--- src/rtl/eval_operand_feeder.sv ---
// Operand-pair FIFO feeding eval_module: one registered issue per cycle, quiet outputs
// when idle, and result_valid aligned with eval_module's one-cycle registered result.
module eval_operand_feeder #(
  parameter int DEPTH = 4,
  parameter int WIDTH = 8
) (
  input  logic                       clk,
  input  logic                       rst,
  input  logic                       in_valid,
  output logic                       in_ready,
  input  logic [WIDTH-1:0]           in_data1,
  input  logic [WIDTH-1:0]           in_data2,
  input  logic                       in_kernel,
  input  logic                       hold,
  input  logic                       flush,
  output logic [WIDTH-1:0]           data_in1,
  output logic [WIDTH-1:0]           data_in2,
  output logic                       kernel_enable,
  output logic                       issue_valid,
  output logic                       result_valid,
  output logic [$clog2(DEPTH):0]     count,
  output logic                       idle
);

  localparam int PW = $clog2(DEPTH);
  localparam int CW = PW + 1;

  typedef enum logic [1:0] {ST_IDLE, ST_RUN, ST_STALL} state_t;

  typedef struct packed {
    logic             kernel;
    logic [WIDTH-1:0] d2;
    logic [WIDTH-1:0] d1;
  } entry_t;

  entry_t          mem [DEPTH];
  logic [PW-1:0]   wr_ptr, rd_ptr;
  logic [CW-1:0]   count_next;
  logic            push, pop;
  state_t          state, state_next;

  // NOTE: every signal assigned in always_comb gets a default first, so no latch is inferred.
  always_comb begin
    in_ready   = (count < CW'(DEPTH));
    push       = in_valid && in_ready && !flush;
    pop        = (count != '0) && !hold && !flush;
    count_next = count;
    if (flush) count_next = '0;
    else       count_next = count + CW'(push) - CW'(pop);
    idle       = (count == '0) && !issue_valid && !result_valid;
  end

  // Debug-only state; it tracks occupancy and never steers the datapath.
  always_comb begin
    state_next = state;
    unique case (state)
      ST_IDLE:  if (push) state_next = ST_RUN;
      ST_RUN:   if (flush || count_next == '0) state_next = ST_IDLE;
                else if (hold)                 state_next = ST_STALL;
      ST_STALL: if (flush || count_next == '0) state_next = ST_IDLE;
                else if (!hold)                state_next = ST_RUN;
      default:  state_next = ST_IDLE;
    endcase
  end

  // NOTE: the storage array has no reset; pointers and count alone define which entries are live.
  always_ff @(posedge clk) begin
    if (push) mem[wr_ptr] <= '{kernel: in_kernel, d2: in_data2, d1: in_data1};
  end

  always_ff @(posedge clk) begin
    if (rst) begin
      wr_ptr        <= '0;
      rd_ptr        <= '0;
      count         <= '0;
      state         <= ST_IDLE;
      data_in1      <= '0;
      data_in2      <= '0;
      kernel_enable <= 1'b0;
      issue_valid   <= 1'b0;
      result_valid  <= 1'b0;
    end else begin
      count        <= count_next;
      state        <= state_next;
      result_valid <= issue_valid;
      if (push) wr_ptr <= wr_ptr + PW'(1);
      if (flush) rd_ptr <= wr_ptr;
      else if (pop) rd_ptr <= rd_ptr + PW'(1);
      if (pop) begin
        data_in1      <= mem[rd_ptr].d1;
        data_in2      <= mem[rd_ptr].d2;
        kernel_enable <= mem[rd_ptr].kernel;
        issue_valid   <= 1'b1;
      end else begin
        // Operands hold their last value so the downstream ROM-add path stays quiet.
        kernel_enable <= 1'b0;
        issue_valid   <= 1'b0;
      end
    end
  end

  a_state_tracks_count: assert property (@(posedge clk) disable iff (rst)
    (state == ST_IDLE) == (count == '0));

endmodule
--- config.mk ---
export PLATFORM = sky130hd
export DESIGN_NAME = eval_operand_feeder
export DESIGN_NICKNAME = d
export VERILOG_FILES = /design/src/rtl/eval_operand_feeder.sv
export SDC_FILE = /design/constraint.sdc
export NUM_CORES = 1
export LEC_CHECK = 0
export ABC_CLOCK_PERIOD_IN_PS = 2350
export CORE_MARGIN = 1
export CORE_UTILIZATION = 57
export CTS_BUF_LIST = sky130_fd_sc_hd__clkbuf_8
export DETAILED_ROUTE_END_ITERATION = 10
export GPL_TIMING_DRIVEN = 0
export PLACE_DENSITY_LB_ADDON = 0.12
export SYNTH_ARGS = -nofsm -noshare
export SYNTH_HDL_FRONTEND = slang
export SYNTH_SLANG_ARGS = --single-unit
--- constraint.sdc ---
create_clock -name clk -period 2.35 [get_ports clk]
set_input_delay 0.5875 -clock clk [delete_from_list [all_inputs] [get_ports clk]]
set_output_delay 0.5875 -clock clk [all_outputs]
set_load 0.05 [all_outputs]
# Word-level counts from Yosys, hierarchy flattened
# Memory sizes are Yosys's and may differ from the RTL's. A register that Yosys moved wholly into a read port is not among the register bits.
# Cells that the tools add are included.
# classes
muxes,7
reduce_logical,15
add_sub_neg,4
bitwise,1
n_lt_le_gt_ge,1
# ops
op,n
$mux 2,4
$logic_and 1x1->1,6
$add 2x1->2 const B,2
$logic_not 1->1,4
$reduce_or 2->1,2
$add 3x1->3,1
$logic_not 3->1,1
$lt 3x3->1 const B,1
$mux 1,3
$reduce_bool 3->1,1
$sub 3x1->3,1
$reduce_bool 2->1,1
$not 1->1,1
# totals
register_bits,26
output_inout_bits,24
n_memories,1
elab_cells,37
mem_bits_rw,68
# memory_table
memory,words,word_bits,rd,rd_ports_with_merged_regs,wr,line,text
mem,4,17,1,1,1,36,entry_t mem [DEPTH];

# Logic depth before layout (Yosys ltp)
# Gate-level depths: netlist of the first run.
# depth
ltp_word,7
depth_mapped,8
depth_no_buf,8

# Worst setup path after synthesis of the first run
# No wires, ideal clock.
# synth_path
path_type,register -> output
start,reg count[1]
end,out idle
arrival_time_ns,2.036
path_stages_with_launch,3
required_ns,1.762
path_buffers,0
path_slack_ns,-0.274
cell_sequence,dfxtp_1 -> or3_4 -> nor3_1
# synth_via
elab_chain_len,3
# synth_lines
element,line,text
start: declaration,21,"output logic [$clog2(DEPTH):0] count,"
start signal: assignment,83,count <= count_next;
$logic_not 3->1,50,idle = (count == '0) && !issue_valid && !result_valid;
$logic_and 1x1->1 (2 in series),50,
end: declaration,22,output logic idle
# Every way passes these cells.

# Final worst setup path of the first run
# Same ends and word-level chain as after synthesis.

==> out/metrics.yaml, run 1 <==
clock_network:
  clkTransAtPathRegs_ns: 0.10
  cts_buffers: 9
  clock-root-buffer: "clkbuf_8"
  clock_sinks: 96
  clock_path_buffers: 2
  hold_buffers: 0
  clkLatencyLatePin_ns: 0.37
  cts_tree: "built"
  htree_levels: 3
floorplanning:
  core_um2: 5991
  fp.dieH_um: 81.35
  num_rows: 28
  die_w_um: 81.35
  start_util: 0.5990
  io_pins: 46
  die-area_um2: 6617
route:
  vias: 1840
  route.detailed.drc: 0
  vias_per_cell: 5.786
  avgRoutedWirePerCell_um: 19.56
  first_pass_iters: 4
  drt_iter0_markers: 64
  wl_um: 6219
  postRouteAntennaNets: 0
layout:
  final_cell_area_um2: 4358
  areaGrowthSynthToFinish_pct: 21.44
  drive_gt1_frac: 0.2016
  num_antenna_cells: 0
  nets: 266
power:
  powerDensity_nw_per_um2: 764.6
  power_leakage_nw: 1.490
  ir_drop_mv: 0.4918
synth:
  syn_area_per_cell_um2: 19.50
  yosys_warnings: 0
  ys_ff_latch: 96
  yosysTopAreaCell: "edfxtp_1"
  syn_area_um2: 3588
  synth.top_cell.area_share: 0.5690
  synth_cell_type_count: 32
  synth-seq-area-share: 0.7252
  synth_area_leaders: "edfxtp_1 (57%), dfxtp_1 (16%), mux4_2 (6.9%)"
  synth_cells: 184
  synth_nets: 212
status:
  outcome: "finished clean"
worst_setup_path:
  crit_path_end_kind: "output pin"
  critPathLaunchType: "flip-flop"
  r2r_setup_slack_ns: 0.13
  cp.arrival_ns: 1.67
  critPathKind: "flip-flop to output pin"
  worstReg2RegStart: "count[1]$_SDFF_PP0_"
  required_ns: 1.76
  reg2reg_to: "count[2]$_SDFF_PP0_"
  rr_worst_depth: 8
  cp_max_fo: 5
global_routing:
  grt_overflow: 0
  grt_max_degree: 19
  grt_pass1_wl_um: 9246
  track_usage: 0.2042
  antenna_found_initial: 0
  grt_pass1_vias: 1877
min_path:
  hold_class: "flip-flop to flip-flop"
  min_from: "data_in1[0]$_SDFFE_PP0P_"
  min_path_cells: 1
  holdPathEnd: "data_in1[0]$_SDFFE_PP0P_"
placement:
  post-place-ws_ns: -0.3556
  place_area_um2: 4118
  post-dp-hpwl_um: 3777
  io_buffers: 43
  place.gp.congestion: 0.7390
sta:
  max_freq_mhz: 442.8
  slew_headroom: 0.3629
  worst_pin_slew_ns: 0.9556
  min_period_ns: 2.258
  rsz0062_at_grt: "no"
  period_share: 0.9609
  maxSlewViolCount: 0
  skew_ns: 0.01447
  hold_viol_final: 0
  worst_slack_ns: 0.09182
  setup-violations-final: 0
flow_run:
  maxCapViolCount: 0
## critical path, stage by stage, from the launching register on
cell             delay (ns)
dfxtp_1                0.38
or3_4                  0.44
nor3_2                 0.10
clkdlybuf4s15_2        0.38
## cells in the final DEF (no fill, tap or decap), drive strengths merged
cell type      count
edfxtp            68
clkdlybuf4s50     40
dfxtp             28
mux4              17
a22o              16
clkbuf            10
inv                9
buf                7
ha                 5
and2               5
nor2               4
or3                4
o21ai              3
xnor2              3
nor3               3
nor3b              3
nor2b              2
bufinv             2
dlymetal6s2s       2
a21oi              2
or4                1
nor4               1
nand2b             1
a311oi             1
a21o               1
a31oi              1
mux2i              1
fa                 1
clkinv             1
clkdlybuf4s15      1
## what timing repair did
action                     4_1_cts  5_1_grt
pin swaps                        0        0
setup endpoints to repair        1        7
buffers inserted                 0        0
gates resized for setup          3        3
## metal layers
layer,GRT usage,wire [µm],up-vias
li1,-,-,842
met1,0.2500,2618,933
met4,0.08036,93,0
met5,0,0,-
met3,0.05618,330,10
met2,0.3433,3177,55
## metrics by stage
step / hold slack, ns / util / TNS, ns / instances / power (mW)
finish: 0.4860 / 0.7274 / 0 / 318 / 3.332
floorplan: 0.4856 / - / 0 / 184 / 2.047
global route: 0.5044 / 0.7274 / 0 / 318 / 3.429
CTS: 0.4911 / 0.7264 / 0 / 318 / 3.347
detailed placement: 0.4664 / 0.6873 / -19.95 / 302 / 2.139
global placement: 0.4606 / 0.6873 / -17.10 / 302 / 2.126
## report_power, final
group	switching (mW)	internal (mW)	total, mW
registers	0.0160	1.85	1.87
clock network	0.610	0.624	1.23
logic	0.122	0.111	0.233
total	0.748	2.58	3.33
## synthesized netlist by cell type, drive strengths merged
master   n
edfxtp  68
dfxtp   28
mux4    17
a22o    16
buf      7
and2     5
ha       5
inv      5
nor2     4
or3      4
nor3     3
nor3b    3
o21ai    3
xnor2    3
a21oi    2
nor2b    2
a21o     1
a311oi   1
a31oi    1
clkbuf   1
fa       1
mux2i    1
nand2b   1
nor4     1
or4      1
## cell type report
class | count | area [µm²]
Timing Repair Buffer | 43 | 436.7
Tap cell | 75 | 93.84
Multi-Input combinational cell | 75 | 908.4
Inverter | 5 | 18.77
Buffer | 8 | 65.06
Fill cell | 373 | 1633
Clock buffer | 9 | 123.9
Sequential cell | 96 | 2603
Clock inverter | 7 | 108.9
## sequential cells by signal, indices dropped and copies added (netlist names), named ones only
signal         flops
issue_valid        1
rd_ptr             2
wr_ptr             2
mem               68
kernel_enable      1
result_valid       1
data_in1           8
count              3
data_in2           8
## worst max-delay path by stage
stage,cells past startpoint,from,endpoint,slack [ns]
global route,8,count[1]$_SDFF_PP0_,count[2]$_SDFF_PP0_,0.02
global placement,3,in_valid,mem[1][13]$_DFFE_PP_,-0.26
finish,3,count[1]$_SDFF_PP0_,idle,0.09
CTS,1,count[2]$_SDFF_PP0_,count[2],0.02
floorplan,6,count[2]$_SDFF_PP0_,count[2]$_SDFF_PP0_,0.08
detailed placement,6,hold,count[2]$_SDFF_PP0_,-0.36
## cell families (layout without fill, tap and decap cells)
family | count (synthesis) | in the layout | share of synthesized area
DFF | 96 | 96 | 0.7252
AOI/OAI and AO/OA | 24 | 24 | 0.05753
and+or+nand+nor | 24 | 24 | 0.04777
muxes | 18 | 18 | 0.1158
buffers and inverters | 13 | 72 | 0.02336
adders and majority gates | 6 | 6 | 0.02301
xor gates and xnor gates | 3 | 3 | 0.007324
No activity file was read; power rests on OpenSTA's default activity.
==> run 2: changes to the inputs <==
--- a/config.mk
+++ b/config.mk
@@ -6,6 +6,7 @@
 export NUM_CORES = 1
 export LEC_CHECK = 0
 export ABC_CLOCK_PERIOD_IN_PS = 2350
+export CAP_MARGIN = 20
 export CORE_MARGIN = 1
 export CORE_UTILIZATION = 57
 export CTS_BUF_LIST = sky130_fd_sc_hd__clkbuf_8
==> results of run 2 <==
Final layout, timing and power as in run 1 (identical DEF).
==> run 3: changes to the inputs <==
--- a/config.mk
+++ b/config.mk
@@ -8,8 +8,8 @@
 export ABC_CLOCK_PERIOD_IN_PS = 2350
 export CAP_MARGIN = 20
 export CORE_MARGIN = 1
-export CORE_UTILIZATION = 57
-export CTS_BUF_LIST = sky130_fd_sc_hd__clkbuf_8
+export CORE_UTILIZATION = 54
+export CTS_BUF_LIST = sky130_fd_sc_hd__clkbuf_8 sky130_fd_sc_hd__clkbuf_16
 export DETAILED_ROUTE_END_ITERATION = 10
 export GPL_TIMING_DRIVEN = 0
 export PLACE_DENSITY_LB_ADDON = 0.12
==> run 3 against run 2 <==
Final area up 0.34%. Cell count is 0.63% higher. Clock skew is 0.0056 ns lower. Global-route usage is 1.1 points lower. Register-to-register slack better by 0.07 ns. Critical endpoint is now count[2]. Largest power group unchanged.
==> out/metrics.yaml, run 3 (synthesized netlist as in run 1, its figures left out) <==
clock_network:
  cts_buffers: 9
  post_cts_buffers: 0
  clock-root-buffer: "clkbuf_8"
  clock_sinks: 96
  hold_buffers: 0
  htree_levels: 3
  clkTransAtPathRegs_ns: 0.09
  cts_resized: 3
  clkLatencyLatePin_ns: 0.36
  cts_tree: "built"
  clock_path_buffers: 2
floorplanning:
  start_util: 0.5619
  num_rows: 29
  fp.dieH_um: 83.52
  die_w_um: 83.52
  die-area_um2: 6976
  io_pins: 46
  core_um2: 6386
worst_setup_path:
  critical-path-top-delay-family: "buffers and inverters"
  required_ns: 1.76
  cp.depth: 1
  worst_path_largest_cell_delay_ns: 0.86
  rr_worst_depth: 8
  reg2reg_to: "count[2]$_SDFF_PP0_"
  crit_path_end_kind: "output pin"
  cp_max_fo: 7
  critPathLaunchType: "flip-flop"
  slowest_stage: "clkdlybuf4s50_1"
  r2r_setup_slack_ns: 0.20
  cp.arrival_ns: 1.70
  crit_end: "count[2]"
  worst-path-buf-inv: 1
  path_cells: "clkdlybuf4s50_1"
  worstReg2RegStart: "count[1]$_SDFF_PP0_"
  crit_start: "count[2]$_SDFF_PP0_"
  critPathKind: "flip-flop to output pin"
power:
  ir_drop_mv: 0.5025
  powerDensity_nw_per_um2: 771.3
  power_leakage_nw: 1.483
sta:
  maxSlewViolCount: 0
  rsz0062_at_grt: "no"
  min_period_ns: 2.286
  hold_viol_final: 0
  skew_ns: 0.008854
  slew_headroom: 0.4176
  hold_ws_ns: 0.4791
  setup-violations-final: 0
  period_share: 0.9729
  max_freq_mhz: 437.4
  worst_pin_slew_ns: 0.8736
  tns_ns: 0
route:
  first_pass_iters: 4
  vias_per_cell: 5.769
  wl_um: 6121
  drt_iter0_markers: 120
  avgRoutedWirePerCell_um: 19.13
  postRouteAntennaNets: 0
  vias: 1846
  route.detailed.drc: 0
layout:
  nets: 266
  drive_gt1_frac: 0.2058
  num_antenna_cells: 0
  fin_cells: 320
  regMostFlops: "mem"
  final_common_cell: "edfxtp_1"
  largestRegisters: "mem (68), data_in1 (8), data_in2 (8)"
  layout_common_cells: "edfxtp_1 (68), clkdlybuf4s50_1 (41), dfxtp_1 (28)"
  largest_reg_flops: 68
  areaGrowthSynthToFinish_pct: 21.86
  final_cell_area_um2: 4373
  final_util: 0.6848
flow_run:
  maxCapViolCount: 0
global_routing:
  grt_pass1_vias: 1897
  antenna_found_initial: 0
  grt_overflow: 0
  grt_max_degree: 18
  grt_pass1_wl_um: 9763
  track_usage: 0.1929
placement:
  dp_cells: 304
  place_area_um2: 4120
  place.gp.congestion: 0.7369
  io_buffers: 43
  post-dp-hpwl_um: 3945
status:
  outcome: "finished clean"
min_path:
  hold_class: "flip-flop to flip-flop"
[run 3: cell count changes in the layout (fill, tap and decap cells not counted)]
cell | before | now
clkdlybuf4s50_1 | 40 | 41
inv_6 | 2 | 1
bufinv_16 | 2 | 3
clkinv_4 | 1 | 0
clkinv_2 | 0 | 1
inv_1 | 5 | 6
inv_8 | 2 | 0
and2_2 | 1 | 3
and2_1 | 4 | 2
dlymetal6s2s_1 | 2 | 1
clkbuf_8 | 9 | 10
[run 3: layer usage]
metal / share of wire / track usage / up-vias / routed length (µm)
met4: 0.022 / 0.08320 / 0 / 132
met5: 0 / 0 / - / 0
met3: 0.036 / 0.04946 / 12 / 223
li1: - / - / 843 / -
met2: 0.51 / 0.3167 / 46 / 3146
met1: 0.43 / 0.2458 / 945 / 2618
[run 3: power by group]
part / internal (mW) / switching (mW)
clock: 0.734 / 0.540
sequential: 1.85 / 0.0148
combinational: 0.112 / 0.124
total: 2.69 / 0.678
[run 3: cell type report]
type,count,area [µm²]
Clock inverter,6,107.6
Inverter,5,18.77
Buffer,8,65.06
Sequential cell,96,2603
Tap cell,77,96.34
Clock buffer,10,137.6
Multi-Input combinational cell,75,910.9
Timing Repair Buffer,43,434.2
Fill cell,420,2013
[run 3: stage by stage]
step,setup slack (ns),power [mW]
floorplan,0.08382,2.047
global placement,-0.2693,2.128
detailed placement,-0.3233,2.141
CTS,0.04124,3.396
global route,0.008530,3.477
finish,0.06369,3.373
[run 3: worst min-delay path by stage]
stage,from,to,slack [ns],cells after the start
final,data_in1[3]$_SDFFE_PP0P_,data_in1[3]$_SDFFE_PP0P_,0.48,1
after global routing,data_in1[6]$_SDFFE_PP0P_,data_in1[6]$_SDFFE_PP0P_,0.50,1
after CTS,data_in1[3]$_SDFFE_PP0P_,data_in1[3]$_SDFFE_PP0P_,0.48,1
after detailed placement,data_in1[3]$_SDFFE_PP0P_,data_in1[3]$_SDFFE_PP0P_,0.46,1
after global placement,data_in1[3]$_SDFFE_PP0P_,data_in1[3]$_SDFFE_PP0P_,0.46,1
after floorplan,rd_ptr[1]$_SDFFE_PP0N_,flip-flop,0.49,2
